File: config.mk
export PLATFORM = sky130hd
export DESIGN_NAME = vga_fb_arbiter_flat
export DESIGN_NICKNAME = d
export VERILOG_FILES = /design/src/rtl/vga_fb_pkg.sv /design/src/rtl/vga_fb_arbiter_if.sv /design/src/rtl/fb_wfifo.sv /design/src/rtl/vga_fb_arbiter.sv /design/src/flat_wrapper.sv
export SDC_FILE = /design/constraint.sdc
export NUM_CORES = 1
export LEC_CHECK = 0
export ABC_AREA = 1
export CAP_MARGIN = 25
export CORE_ASPECT_RATIO = 1.75
export CORE_MARGIN = 5
export CORE_UTILIZATION = 46
export DETAILED_ROUTE_END_ITERATION = 8
export PLACE_DENSITY = 0.87
export SYNTH_ARGS = -nofsm -noshare
export SYNTH_HDL_FRONTEND = slang
export SYNTH_SLANG_ARGS = --single-unit
File: constraint.sdc
create_clock -name clk -period 7.8 [get_ports clk]
set_input_delay 1.95 -clock clk [delete_from_list [all_inputs] [get_ports clk]]
set_output_delay 1.95 -clock clk [all_outputs]
set_load 0.1 [all_outputs]
File: src/rtl/vga_fb_pkg.sv
// Shared types for the framebuffer arbiter: read-return owner, grant
// selector and the default posted-write FIFO entry.
package vga_fb_pkg;

    localparam int FB_ADDR_W = 17;
    localparam int FB_DATA_W = 32;

    // Who the read issued last cycle belongs to.
    typedef enum logic [1:0] {
        OWN_NONE,
        OWN_DISP,
        OWN_CPU
    } owner_e;

    // Which requester owns the RAM port this cycle.
    typedef enum logic [1:0] {
        GNT_NONE,
        GNT_DISP,
        GNT_CPU_RD,
        GNT_CPU_WR
    } gnt_e;

    typedef struct packed {
        logic [FB_ADDR_W-1:0]   addr;
        logic [FB_DATA_W-1:0]   data;
        logic [FB_DATA_W/8-1:0] strb;
    } wr_entry_t;

endpackage

File: src/rtl/vga_fb_arbiter_if.sv
// Display fetch, CPU bus and framebuffer RAM signals of the arbiter.
// slave = arbiter side, master = requesters plus RAM.
interface vga_fb_arbiter_if
    import vga_fb_pkg::*;
#(
    parameter int ADDR_W = FB_ADDR_W,
    parameter int DATA_W = FB_DATA_W
);
    logic                  disp_req;
    logic [ADDR_W-1:0]     disp_addr;
    logic                  disp_ack;
    logic [DATA_W-1:0]     disp_rdata;
    logic                  disp_rvalid;
    logic                  disp_late;

    logic                  cpu_valid;
    logic                  cpu_we;
    logic [ADDR_W-1:0]     cpu_addr;
    logic [DATA_W-1:0]     cpu_wdata;
    logic [DATA_W/8-1:0]   cpu_wstrb;
    logic                  cpu_ready;
    logic [DATA_W-1:0]     cpu_rdata;
    logic                  cpu_rvalid;

    logic                  ram_en;
    logic [DATA_W/8-1:0]   ram_we;
    logic [ADDR_W-1:0]     ram_addr;
    logic [DATA_W-1:0]     ram_wdata;
    logic [DATA_W-1:0]     ram_rdata;

    modport slave (
        input  disp_req, disp_addr,
        input  cpu_valid, cpu_we, cpu_addr, cpu_wdata, cpu_wstrb,
        input  ram_rdata,
        output disp_ack, disp_rdata, disp_rvalid, disp_late,
        output cpu_ready, cpu_rdata, cpu_rvalid,
        output ram_en, ram_we, ram_addr, ram_wdata
    );

    modport master (
        output disp_req, disp_addr,
        output cpu_valid, cpu_we, cpu_addr, cpu_wdata, cpu_wstrb,
        output ram_rdata,
        input  disp_ack, disp_rdata, disp_rvalid, disp_late,
        input  cpu_ready, cpu_rdata, cpu_rvalid,
        input  ram_en, ram_we, ram_addr, ram_wdata
    );

endinterface

File: src/rtl/fb_wfifo.sv
// Posted-write FIFO. Pointers carry an extra wrap bit so full/empty fall
// out of a pointer compare; the head entry is always presented.
module fb_wfifo
    import vga_fb_pkg::*;
#(
    parameter int  DEPTH = 2,
    parameter type T     = wr_entry_t
) (
    input  logic clk,
    input  logic reset_n,
    input  logic push_i,
    input  T     wdata_i,
    input  logic pop_i,
    output T     head_o,
    output logic full_o,
    output logic empty_o
);
    localparam int AW = $clog2(DEPTH);

    logic [AW:0] wr_ptr_q, rd_ptr_q;
    T            mem_q [DEPTH];

    assign empty_o = (wr_ptr_q == rd_ptr_q);
    assign full_o  = (wr_ptr_q == {~rd_ptr_q[AW], rd_ptr_q[AW-1:0]});
    assign head_o  = mem_q[rd_ptr_q[AW-1:0]];

    // Pointer advance; a reset throws away whatever was queued.
    always_ff @(posedge clk or negedge reset_n) begin
        if (!reset_n) begin
            wr_ptr_q <= '0;
            rd_ptr_q <= '0;
        end else begin
            if (push_i && !full_o)  wr_ptr_q <= wr_ptr_q + 1'b1;
            if (pop_i  && !empty_o) rd_ptr_q <= rd_ptr_q + 1'b1;
        end
    end

    // Entry storage; contents are don't-care until pushed.
    always_ff @(posedge clk) begin
        if (push_i && !full_o) mem_q[wr_ptr_q[AW-1:0]] <= wdata_i;
    end

endmodule

File: src/rtl/vga_fb_arbiter.sv
// Single-port framebuffer arbiter: display reads take priority, CPU writes
// are posted through a small FIFO, and a wait counter guarantees the CPU a
// slot after CPU_MAX_WAIT denied cycles.
module vga_fb_arbiter
    import vga_fb_pkg::*;
#(
    parameter int ADDR_W       = FB_ADDR_W,
    parameter int DATA_W       = FB_DATA_W,
    parameter int WFIFO_DEPTH  = 2,
    parameter int CPU_MAX_WAIT = 4
) (
    input  logic            clk,
    input  logic            reset_n,
    vga_fb_arbiter_if.slave bus
);
    localparam int               STRB_W  = DATA_W / 8;
    localparam int               CNT_W   = $clog2(CPU_MAX_WAIT + 1);
    localparam logic [CNT_W-1:0] CNT_MAX = CNT_W'(CPU_MAX_WAIT);

    typedef struct packed {
        logic [ADDR_W-1:0] addr;
        logic [DATA_W-1:0] data;
        logic [STRB_W-1:0] strb;
    } wentry_t;

    wentry_t          push_entry, head;
    logic             fifo_full, fifo_empty, fifo_push, fifo_pop;
    logic             cpu_rd, cpu_work, guard, cpu_gnt;
    gnt_e             gnt;
    logic [CNT_W-1:0] wait_cnt_q, wait_cnt_d;
    owner_e           rsp_owner_q, rsp_owner_d;
    logic             disp_late_q, disp_late_d;

    assign cpu_rd   = bus.cpu_valid && !bus.cpu_we;
    assign cpu_work = !fifo_empty || cpu_rd;
    assign guard    = (wait_cnt_q == CNT_MAX) && cpu_work;
    assign cpu_gnt  = (gnt == GNT_CPU_RD) || (gnt == GNT_CPU_WR);

    // Writes are accepted purely on registered fullness, so a same-cycle
    // drain never frees a slot early.
    assign fifo_push  = reset_n && bus.cpu_valid && bus.cpu_we && !fifo_full;
    assign fifo_pop   = (gnt == GNT_CPU_WR);
    assign push_entry = '{addr: bus.cpu_addr, data: bus.cpu_wdata, strb: bus.cpu_wstrb};

    fb_wfifo #(
        .DEPTH (WFIFO_DEPTH),
        .T     (wentry_t)
    ) u_wfifo (
        .clk     (clk),
        .reset_n (reset_n),
        .push_i  (fifo_push),
        .wdata_i (push_entry),
        .pop_i   (fifo_pop),
        .head_o  (head),
        .full_o  (fifo_full),
        .empty_o (fifo_empty)
    );

    // Grant selection. Under the guard the FIFO drains before any CPU read
    // so a read never overtakes an older posted write.
    always_comb begin
        gnt = GNT_NONE;
        if (!reset_n)                   gnt = GNT_NONE;
        else if (guard)                 gnt = fifo_empty ? GNT_CPU_RD : GNT_CPU_WR;
        else if (bus.disp_req)          gnt = GNT_DISP;
        else if (cpu_rd && fifo_empty)  gnt = GNT_CPU_RD;
        else if (!fifo_empty)           gnt = GNT_CPU_WR;
    end

    // RAM port follows the grant combinationally; idle port drives zeros.
    always_comb begin
        bus.ram_addr  = '0;
        bus.ram_we    = '0;
        bus.ram_wdata = '0;
        unique case (gnt)
            GNT_DISP:   bus.ram_addr = bus.disp_addr;
            GNT_CPU_RD: bus.ram_addr = bus.cpu_addr;
            GNT_CPU_WR: begin
                bus.ram_addr  = head.addr;
                bus.ram_we    = head.strb;
                bus.ram_wdata = head.data;
            end
            default: ;
        endcase
    end

    assign bus.ram_en    = (gnt != GNT_NONE);
    assign bus.disp_ack  = (gnt == GNT_DISP);
    assign bus.cpu_ready = reset_n && (bus.cpu_we ? !fifo_full : (gnt == GNT_CPU_RD));

    // Next-state for starvation counter, read-return owner and late flag.
    always_comb begin
        wait_cnt_d = wait_cnt_q;
        if (cpu_gnt)
            wait_cnt_d = '0;
        else if (cpu_work && (wait_cnt_q != CNT_MAX))
            wait_cnt_d = wait_cnt_q + CNT_W'(1);

        rsp_owner_d = OWN_NONE;
        if (gnt == GNT_DISP)        rsp_owner_d = OWN_DISP;
        else if (gnt == GNT_CPU_RD) rsp_owner_d = OWN_CPU;

        disp_late_d = disp_late_q || (guard && bus.disp_req);
    end

    // Arbiter state; reset drops any read still in flight.
    always_ff @(posedge clk or negedge reset_n) begin
        if (!reset_n) begin
            wait_cnt_q  <= '0;
            rsp_owner_q <= OWN_NONE;
            disp_late_q <= 1'b0;
        end else begin
            wait_cnt_q  <= wait_cnt_d;
            rsp_owner_q <= rsp_owner_d;
            disp_late_q <= disp_late_d;
        end
    end

    // Read data is steered to its owner and zeroed otherwise.
    assign bus.disp_rvalid = (rsp_owner_q == OWN_DISP);
    assign bus.cpu_rvalid  = (rsp_owner_q == OWN_CPU);
    assign bus.disp_rdata  = bus.disp_rvalid ? bus.ram_rdata : '0;
    assign bus.cpu_rdata   = bus.cpu_rvalid  ? bus.ram_rdata : '0;
    assign bus.disp_late   = disp_late_q;

endmodule
File: src/flat_wrapper.sv
// flat-port wrapper written by rule: the top's interface ports become plain ports
module vga_fb_arbiter_flat import vga_fb_pkg::*;
#(
    parameter int ADDR_W       = FB_ADDR_W,
    parameter int DATA_W       = FB_DATA_W,
    parameter int WFIFO_DEPTH  = 2,
    parameter int CPU_MAX_WAIT = 4
)
  (clk, reset_n, bus_disp_req, bus_disp_addr, bus_cpu_valid, bus_cpu_we, bus_cpu_addr, bus_cpu_wdata, bus_cpu_wstrb, bus_ram_rdata, bus_disp_ack, bus_disp_rdata, bus_disp_rvalid, bus_disp_late, bus_cpu_ready, bus_cpu_rdata, bus_cpu_rvalid, bus_ram_en, bus_ram_we, bus_ram_addr, bus_ram_wdata);
  vga_fb_arbiter_if #(.ADDR_W(ADDR_W), .DATA_W(DATA_W)) bus_i ();
  input  logic clk;
  input  logic reset_n;
  input wire logic [$bits(bus_i.disp_req)-1:0] bus_disp_req;
  input wire logic [$bits(bus_i.disp_addr)-1:0] bus_disp_addr;
  input wire logic [$bits(bus_i.cpu_valid)-1:0] bus_cpu_valid;
  input wire logic [$bits(bus_i.cpu_we)-1:0] bus_cpu_we;
  input wire logic [$bits(bus_i.cpu_addr)-1:0] bus_cpu_addr;
  input wire logic [$bits(bus_i.cpu_wdata)-1:0] bus_cpu_wdata;
  input wire logic [$bits(bus_i.cpu_wstrb)-1:0] bus_cpu_wstrb;
  input wire logic [$bits(bus_i.ram_rdata)-1:0] bus_ram_rdata;
  output wire logic [$bits(bus_i.disp_ack)-1:0] bus_disp_ack;
  output wire logic [$bits(bus_i.disp_rdata)-1:0] bus_disp_rdata;
  output wire logic [$bits(bus_i.disp_rvalid)-1:0] bus_disp_rvalid;
  output wire logic [$bits(bus_i.disp_late)-1:0] bus_disp_late;
  output wire logic [$bits(bus_i.cpu_ready)-1:0] bus_cpu_ready;
  output wire logic [$bits(bus_i.cpu_rdata)-1:0] bus_cpu_rdata;
  output wire logic [$bits(bus_i.cpu_rvalid)-1:0] bus_cpu_rvalid;
  output wire logic [$bits(bus_i.ram_en)-1:0] bus_ram_en;
  output wire logic [$bits(bus_i.ram_we)-1:0] bus_ram_we;
  output wire logic [$bits(bus_i.ram_addr)-1:0] bus_ram_addr;
  output wire logic [$bits(bus_i.ram_wdata)-1:0] bus_ram_wdata;
  assign bus_i.disp_req = bus_disp_req;
  assign bus_i.disp_addr = bus_disp_addr;
  assign bus_i.cpu_valid = bus_cpu_valid;
  assign bus_i.cpu_we = bus_cpu_we;
  assign bus_i.cpu_addr = bus_cpu_addr;
  assign bus_i.cpu_wdata = bus_cpu_wdata;
  assign bus_i.cpu_wstrb = bus_cpu_wstrb;
  assign bus_i.ram_rdata = bus_ram_rdata;
  assign bus_disp_ack = bus_i.disp_ack;
  assign bus_disp_rdata = bus_i.disp_rdata;
  assign bus_disp_rvalid = bus_i.disp_rvalid;
  assign bus_disp_late = bus_i.disp_late;
  assign bus_cpu_ready = bus_i.cpu_ready;
  assign bus_cpu_rdata = bus_i.cpu_rdata;
  assign bus_cpu_rvalid = bus_i.cpu_rvalid;
  assign bus_ram_en = bus_i.ram_en;
  assign bus_ram_we = bus_i.ram_we;
  assign bus_ram_addr = bus_i.ram_addr;
  assign bus_ram_wdata = bus_i.ram_wdata;
  vga_fb_arbiter #(.ADDR_W(ADDR_W), .DATA_W(DATA_W), .WFIFO_DEPTH(WFIFO_DEPTH), .CPU_MAX_WAIT(CPU_MAX_WAIT)) u_core (.clk(clk), .reset_n(reset_n), .bus(bus_i));
endmodule
==> results.md <==
- Status: finished clean
- Min Hold Slack: 0.473 ns
- Final Hold Fails: 0
- First-pass GRT wire length: 24.4 mm
- IO Port Bufs: 229
- Pre-antenna DRT Iters: 4
- Detail Placement HPWL: 12.1 mm
- Die Y: 153 um
- Rows: 52
- Share of cells above drive strength 1: 15.0%
- Post_cts resized: 0
- Tmin final: 6.34 ns
- Worst Hold Path Cells: 1
- Area grow syn2layout: 60.8%
- Post-Route WL: 16.4 mm
- Max rail drop VDD: 0.274 mV
- Clk_skew: 0.00808 ns
- Die area: 0.0141 mm2
- Post-route clock period utilization: 81.3%
- Sum Neg Setup Slack: 0 ns
- Yosys reg bits: 116
- H-tree depth reported by CTS: 4
- Hold Path Class: reg2reg
- Post-synth cell types: 25
- Initial Util: 46.8%
- Gpl congestion: 0.871
- Synthesized Nets: 644
- Worst reg2reg setup slack: 5.15 ns
- Worst path required time: 5.85 ns
- Clock slew at reported path FFs: 0.06 ns
- Critical path capture point type: output port
- CORE AREA: 0.0115 mm2
- Worst-margin pin slew: 1.04 ns
- GRT Overall Usage: 22.8%
- Dpl cell area: 0.00798 mm2
- WS Path Type: in2out
- Pre-CTS WS: 1.50 ns
- Leakage: 3.62 nW
- Synth Warn #: 0
- Initial DRC count: 187
- CTS tree: built
- Fin nets: 871
- Pins Over Slew Limit: 0
- Setup slack after layout: 1.46 ns
- Design Power: 3.55 mW
- R2R depth: 7
- Relative slew margins: 30.5%
- Number of flops mapped to enable cells by yosys: 106
- Number of global-route vias before repair: 4795
- Final Cell Area: 0.00866 mm2
- IO Pins: 230
- Post-Synthesis Cell Area: 0.00539 mm2
- Hold buffer count at cts: 0
- Post-synthesis average cell area: 10.1 um2
- CTS Buffer Depth: 2
- Via/cell ratio: 5.07
- Max FO, Critical Path: 31
- Worst EP arrival: 4.39 ns
- # setup viols final: 0
- Number of max-cap violations: 0
- Cell Pwr Density: 409 mW/mm2
- Wire length per cell: 18.0 um
- # DRC: 0
- Number of setup buffers added after CTS: 0
- Post-synth ARST share: 8.62%
- Register area share after synthesis: 63.7%
- Num CTS Buffers: 17
- Synth Flop Type: edfxtp_1
- Antenna violations before repair: 1
- Largest net degree at the start of global routing: 57
- Crit path launch type: primary input
- CTS Sinks: 116
- Max frequency: 158 MHz
- Root Buffer: clkbuf_16
- Vias: 4621
- Post-synthesis cell count: 535
- Grt ovf: 0
- Die width: 91.8 um
- DRT antenna net count: 0
- Clock latency on the worst-skew pair: 0.40 ns
- RSZ-0062 raised after global routing: no
[metrics by stage]
stage | std cells | util, %
floorplan | 535 | -
global placement | 877 | 69.3
detailed placement | 877 | 69.3
CTS | 909 | 75.0
global route | 911 | 75.2
finish | 911 | 75.2
[Yosys cell counts (2+ instances only)]
| master | count | area (um2) |
|---|---|---|
| clkbuf_1 | 14 | 52.6 |
| inv_2 | 3 | 11.3 |
| nand2_1 | 110 | 413 |
| nand2_2 | 2 | 12.5 |
| nor2_1 | 113 | 424 |
| o21ai_0 | 2 | 10.0 |
| buf_6 | 2 | 22.5 |
| dfrtp_1 | 10 | 250 |
| buf_4 | 2 | 15.0 |
| xor2_1 | 3 | 26.3 |
| mux2i_1 | 17 | 170 |
| ha_1 | 2 | 25.0 |
| buf_2 | 9 | 45.0 |
| nor2_2 | 9 | 56.3 |
| inv_1 | 63 | 236 |
| nand4_1 | 19 | 119 |
| o2111ai_4 | 2 | 52.6 |
| nand2_4 | 2 | 22.5 |
| edfxtp_1 | 106 | 3180 |
| a21oi_1 | 40 | 200 |
[cell type report]
| class | instances | area [um2] |
|---|---|---|
| flip-flops and latches | 116 | 3430 |
| fillers | 719 | 2850 |
| repair buffers | 235 | 2570 |
| multi-input cells | 326 | 1590 |
| clock buffers | 17 | 425 |
| inverters | 66 | 248 |
| clock inverters | 15 | 229 |
| well taps | 135 | 169 |
| diodes | 1 | 2.50 |
[kinds of logic after synthesis]
logic type	after synthesis	share of synthesized area, %
simple gates	257	19.8
flops	116	63.7
buf+inv	93	7.10
compound gates	47	5.25
mux	17	3.16
xor+xnor	3	0.488
fa+ha+maj	2	0.464
[state kept, by name, indices dropped and copies added, names as in the netlist]
name and flops:
u_core.bus.disp_late 1, u_core.u_wfifo.wr_ptr_q 2, u_core.rsp_owner_q 2, u_core.wait_cnt_q 3
u_core.u_wfifo.mem_q 106, u_core.u_wfifo.rd_ptr_q 2
[cells in the final DEF, fill, tap and decap left out, drive strengths merged, types with 3 or more instances in the layout]
cell           Yosys  final
clkdlybuf4s50      0    173
nor2             123    123
nand2            114    114
edfxtp           106    106
inv               66     68
buf               13     62
a21oi             40     40
nand4             19     19
mux2i             17     17
clkbuf            14     17
dfrtp             10     10
bufinv             0      5
clkinv             0      5
xor2               3      3
clkinvlp           0      3
o21ai              3      3
[report_power, final]
part	switching, mW	leakage, nW	total [mW]	internal [mW]
registers	0.0284	1.08	0.779	0.751
clock network	0.277	0.308	0.846	0.569
logic	1.43	2.24	1.92	0.495
total	1.73	3.62	3.55	1.81
[worst max-delay path, stage by stage]
cell and delay, ns:
clkdlybuf4s50_1 0.48, buf_4 0.29, inv_1 0.11, a21oi_1 0.05, nand2_1 0.58, inv_1 0.20, nor2_1 0.35, buf_4 0.36
[worst paths after layout]
kind | to | startpoint
hold / removal | u_core.bus.disp_late | u_core.bus.disp_late
hold reg to reg | u_core.bus.disp_late | u_core.bus.disp_late
min in group asynchronous | u_core.bus.disp_late | reset_n
setup reg to reg | u_core.rsp_owner_q[0] | u_core.u_wfifo.rd_ptr_q[0]
setup / recovery | bus_disp_ack | reset_n
max in group asynchronous | u_core.u_wfifo.rd_ptr_q[0] | reset_n
[per-layer routing]
metal / track usage [%] / up-vias / part of all wire [%]
met5: 0 / - / 0
met4: 12.8 / 0 / 4.6
met3: 6.74 / 46 / 7.2
met2: 43.3 / 245 / 57
met1: 21.1 / 2125 / 32
li1: - / 2205 / -
Note: power is estimated with default switching activity, not from simulation.
